$ cat src/rtl/uns_add_256_seq_pkg.sv
// Shared constants and state encoding for the 256-bit serial adder sequencer.
package uns_add_256_seq_pkg;

   localparam int WORDS = 16;
   localparam int W     = 16;
   localparam int CNT_W = $clog2(WORDS);

   localparam logic [CNT_W-1:0] CNT_LAST = CNT_W'(WORDS - 1);
   localparam logic [CNT_W-1:0] CNT_ONE  = CNT_W'(1);

   typedef enum logic [2:0] {
      S_IDLE   = 3'd0,
      S_LOAD_A = 3'd1,
      S_LOAD_B = 3'd2,
      S_CLRC   = 3'd3,
      S_ADD    = 3'd4,
      S_OUT    = 3'd5
   } state_t;

endpackage

$ cat src/rtl/uns_add_256_seq.sv
// Sequencer for the serial 256-bit adder: loads A then B word-serially, runs WORDS
// add cycles with carry chaining, then streams the sum words and the final carry.
module uns_add_256_seq
   import uns_add_256_seq_pkg::*;
(
   input  logic clk,
   input  logic clr,
   input  logic in_valid,
   output logic in_ready,
   input  logic out_ready,
   output logic out_valid,
   output logic out_last,
   input  logic carry_in,
   output logic carry_out,
   output logic busy,
   output logic rega_we,
   output logic rega_sel_cyc,
   output logic regb_we,
   output logic regb_sel_cyc,
   output logic dff_we,
   output logic carry_clr,
   output logic regs_we,
   output logic regs_sel_cyc
);

   state_t           state_q;
   logic [CNT_W-1:0] cnt_q;
   logic             carry_out_q;
   logic             run;
   logic             cnt_last;
   logic             in_hs;
   logic             out_hs;

   // Strobes depend on the same-cycle handshake, so they are decoded from the
   // registered state and forced low while clr is high.
   always_comb begin
      run          = ~clr;
      cnt_last     = (cnt_q == CNT_LAST);
      in_ready     = run & ((state_q == S_IDLE) | (state_q == S_LOAD_A) | (state_q == S_LOAD_B));
      out_valid    = run & (state_q == S_OUT);
      out_last     = out_valid & cnt_last;
      busy         = run & (state_q != S_IDLE);
      in_hs        = in_valid & in_ready;
      out_hs       = out_valid & out_ready;
      rega_we      = 1'b0;
      rega_sel_cyc = 1'b0;
      regb_we      = 1'b0;
      regb_sel_cyc = 1'b0;
      dff_we       = 1'b0;
      carry_clr    = 1'b0;
      regs_we      = 1'b0;
      regs_sel_cyc = 1'b0;
      case (state_q)
         S_IDLE, S_LOAD_A: rega_we = in_hs;
         S_LOAD_B:         regb_we = in_hs;
         S_CLRC:           carry_clr = run;
         S_ADD: begin
            rega_we      = run;
            rega_sel_cyc = run;
            regb_we      = run;
            regb_sel_cyc = run;
            dff_we       = run;
            regs_we      = run;
         end
         S_OUT: begin
            regs_we      = out_hs;
            regs_sel_cyc = out_hs;
         end
         default: ;
      endcase
   end

   always_ff @(posedge clk) begin
      if (clr) begin
         state_q     <= S_IDLE;
         cnt_q       <= '0;
         carry_out_q <= 1'b0;
      end else begin
         case (state_q)
            S_IDLE: begin
               if (in_hs) begin
                  state_q <= S_LOAD_A;
                  cnt_q   <= CNT_ONE;
               end
            end
            S_LOAD_A: begin
               if (in_hs) begin
                  if (cnt_last) begin
                     state_q <= S_LOAD_B;
                     cnt_q   <= '0;
                  end else begin
                     cnt_q <= cnt_q + CNT_ONE;
                  end
               end
            end
            S_LOAD_B: begin
               if (in_hs) begin
                  if (cnt_last) begin
                     state_q <= S_CLRC;
                     cnt_q   <= '0;
                  end else begin
                     cnt_q <= cnt_q + CNT_ONE;
                  end
               end
            end
            S_CLRC: begin
               state_q <= S_ADD;
               cnt_q   <= '0;
            end
            S_ADD: begin
               if (cnt_last) begin
                  state_q <= S_OUT;
                  cnt_q   <= '0;
               end else begin
                  cnt_q <= cnt_q + CNT_ONE;
               end
            end
            S_OUT: begin
               // The carry DFF took the final c_out on the last ADD edge and is
               // idle during OUT, so sampling it while cnt is 0 is stall-safe.
               if (cnt_q == '0) begin
                  carry_out_q <= carry_in;
               end
               if (out_hs) begin
                  if (cnt_last) begin
                     state_q <= S_IDLE;
                     cnt_q   <= '0;
                  end else begin
                     cnt_q <= cnt_q + CNT_ONE;
                  end
               end
            end
            default: begin
               state_q <= S_IDLE;
               cnt_q   <= '0;
            end
         endcase
      end
   end

   assign carry_out = carry_out_q;

endmodule

$ cat config.mk
export PLATFORM = sky130hd
export DESIGN_NAME = uns_add_256_seq
export DESIGN_NICKNAME = d
export VERILOG_FILES = /design/src/rtl/uns_add_256_seq_pkg.sv /design/src/rtl/uns_add_256_seq.sv
export SDC_FILE = /design/constraint.sdc
export NUM_CORES = 1
export LEC_CHECK = 0
export CAP_MARGIN = 20
export CORE_UTILIZATION = 42
export DETAILED_ROUTE_END_ITERATION = 10
export PLACE_DENSITY = 0.84
export SYNTH_ARGS = -nofsm -noshare
export SYNTH_HDL_FRONTEND = slang
export SYNTH_SLANG_ARGS = --single-unit
$ cat constraint.sdc
create_clock -name clk -period 1.5 [get_ports clk]
set_clock_uncertainty 0.05 [all_clocks]
set_input_delay 0.3 -clock clk [delete_from_list [all_inputs] [get_ports clk]]
set_output_delay 0.3 -clock clk [all_outputs]
set_load 0.02 [all_outputs]
==> impl_metrics.tcl <==
set metrics [dict create \
    grtUsageTotal_pct 23.24 \
    drt-total-wl_um 2386 \
    slew_headroom_pct 80.93 \
    fin_nets 135 \
    crit_type "reg2out" \
    top_layer "met4" \
    clk_path_buf_depth 2 \
    clockRootBuffer "clkbuf_4" \
    syn-num-nets 89 \
    holdCritPathClass "reg2reg" \
    tritoncts "yes" \
    die_x_um 42.26 \
    ir_drop_mv 0.4670 \
    dr_wl_met2_um 1203 \
    hold_viol 0 \
    stdcell_count 142 \
    die_height_um 42.26 \
    insertion_delay_ns 0.26 \
    clk_pin_slew_worst_paths_ns 0.06 \
    post-route-period-util_pct 108.3 \
    drt_iter0_drc 11 \
    drc 0 \
    leakage_nw 0.5390 \
    ant_nets 0 \
    synthCells 82 \
    hpwlAfterDp_um 1385 \
    core-area_um2 1506 \
    cts_htree_levels 1 \
    initial_core_util_pct 45.18 \
    drtPass1Iterations 4 \
    outcome "finished, violations left" \
    num_rows 14 \
    worstMarginPinSlew_ns 0.2860 \
    gp_congestion 0.9073 \
    async_flop_share_pct 0 \
    yosysSeqAreaShare_pct 23.53 \
    grt-ovfl-total 0 \
    synthDistinctLibCells 43 \
    pin_count 18 \
    critPathLaunchType "flip-flop" \
    worstPathCellList "inv_2 -> nand2_1 -> nor3_4 -> or2_1 -> buf_6" \
    period_needed_ns 1.625 \
    internal-power_uw 375.3 \
    dr_wl_met3_um 140 \
    viasPerCell 5.923 \
    slew_viol_final 0 \
    vias 841 \
    drive_gt1_share_pct 70.63 \
    design_area_um2 1266 \
    critPathMaxFanout 4 \
    worstPathArrival_ns 1.28 \
    max_freq_mhz 615.4 \
    p_seq_share_pct 41.2 \
    placed_area_um2 1023 \
    syn_to_final_growth_pct 86.03 \
    violations "setup timing" \
    cts_buffers 3 \
    rsz0062_at_grt "true" \
    avgSynthCellArea_um2 8.301 \
    p_sw_share_pct 29.71 \
    power_density_nw_per_um2 421.7 \
    drt-met1-wl_um 938 \
    dieArea_um2 1785 \
    yosysWarnings 0 \
    setup_tns_ns -0.8305 \
    syn_area_um2 680.7 \
    wl_per_cell_um 16.80 \
    cpMaxStageDelayCell "dfxtp_4" \
    switching_power_uw 158.6 \
    clock-sinks 8 \
    setup_violations 13 \
    comb_power_share_pct 27.7 \
    ys.flop_type "dfxtp_1" \
    fin_ws_ns -0.1251 \
    ys_ff_latch 8 \
    dp.cells 132 \
    n_antenna_cell 0 \
    clockPowerShare_pct 31.1 \
    io_buffers 17 \
    synth_edf_count 0 \
    grt_max_degree 8 \
    grt_pass1_wl_um 3201 \
    holdWs_ns 0.4483 \
    cp-end-kind "output pin" \
    max_stage_delay_ns 0.38 \
    antenna_found_initial 0 \
    required_ns 1.15 \
    cap_violations 0 \
    grt_pass1_vias 772 \
]
Yosys cell counts (all sizes together), types with 2 or more instances:
library cell  instances  share of area (%)
o21ai                 3                2.8
nand2                 5                3.1
a21oi                 6                4.4
nor4                  3                2.8
and3                  3                2.9
inv                   7                3.9
o22ai                 2                1.8
nand3                 4                4.8
a211oi                2                2.2
a311oi                2                2.6
nor3                  5                3.7
buf                   6                8.8
a32o                  2                3.1
nor2                  4                2.6
ha                    2                3.7
clkbuf                2                2.6
dfxtp                 8                 24
worst paths after layout:
check             start    endpoint  slack (ns)  cells after the start
max          state_q[0]     regs_we       -0.13                      5
min           carry_out   carry_out        0.45                      2
max reg2reg    cnt_q[0]  state_q[0]       -0.06                      6
min reg2reg   carry_out   carry_out        0.45                      2
final cells by class:
type,instances,area (um2)
tap,16,20.02
inverter,7,28.78
timing repair buffer,49,426.7
fill,81,240.2
multi-input combinational,59,594.3
clock buffer,3,22.52
sequential,8,173.9
worst max-delay path, delay by kind of cell (launching register included):
kind                   cells  cell delay [ns]
AND/OR/NAND/NOR            3             0.47
flip-flops                 1             0.38
buffers and inverters      2             0.17
state kept, by name, indices dropped and copies added, names as in the netlist:
register and count:
state_q 3, carry_out 1, cnt_q 4
placed cells by master, fill, tap and decap left out, drive strengths merged:
master,count
a21o,1
dfxtp,8
buf,43
nor3,5
nor2b,1
nor4,3
mux2i,1
clkbuf,4
o31ai,1
nor2,4
and3,3
a221oi,1
o21a,1
nand3,4
a22oi,1
dlygate4sd2,3
o311ai,1
o21ai,3
a22o,1
clkdlybuf4s15,1
and2,1
a32o,2
clkdlybuf4s50,1
nand2,5
ha,2
a21oi,6
inv,7
nor3b,1
xnor2,1
a211o,1
maj3,1
o22ai,2
a311oi,2
nand2b,1
or2,1
a211oi,2
through the flow:
step | worst slack [ns] | util, % | total power, mW
floorplan | -0.1734 | - | 0.2933
global placement | -0.6819 | 67.94 | 0.3430
detailed placement | -0.7160 | 67.94 | 0.3464
CTS | -0.09822 | 74.25 | 0.5185
global route | -0.1831 | 84.05 | 0.5534
finish | -0.1251 | 84.05 | 0.5339
timing repair:
| item | CTS | global route |
|---|---|---|
| endpoints found under the setup margin | 21 | 20 |
| setup buffers | 3 | 4 |
| pin swaps | 11 | 12 |
| hold endpoints to repair | 0 | 0 |
| gates resized for setup | 81 | 31 |
| hold buffers | 0 | 0 |
cell families after synthesis:
logic type	after synthesis	synth area share (%)
DFF	8	23.53
adders and majority gates	3	5.330
muxes	1	1.471
and+or+nand+nor	29	25.00
xor gates and xnor gates	1	1.287
AOI/OAI and AO/OA	25	28.12
buffers and inverters	15	15.25
power groups by stage:
stage	Sequential (mW)	Clock [mW]	Combinational, mW
floorplan	0.224	0	0.0691
global placement	0.225	0	0.118
detailed placement	0.225	0	0.121
CTS	0.220	0.170	0.129
global route	0.221	0.178	0.154
finish	0.220	0.166	0.148
layer usage:
metal | vias up | track usage (%)
met5 | - | 0
met4 | 0 | 11.88
met3 | 13 | 2.155
met2 | 40 | 43.08
met1 | 394 | 25.81
li1 | 394 | -
Note: power is estimated with default switching activity, not from simulation.
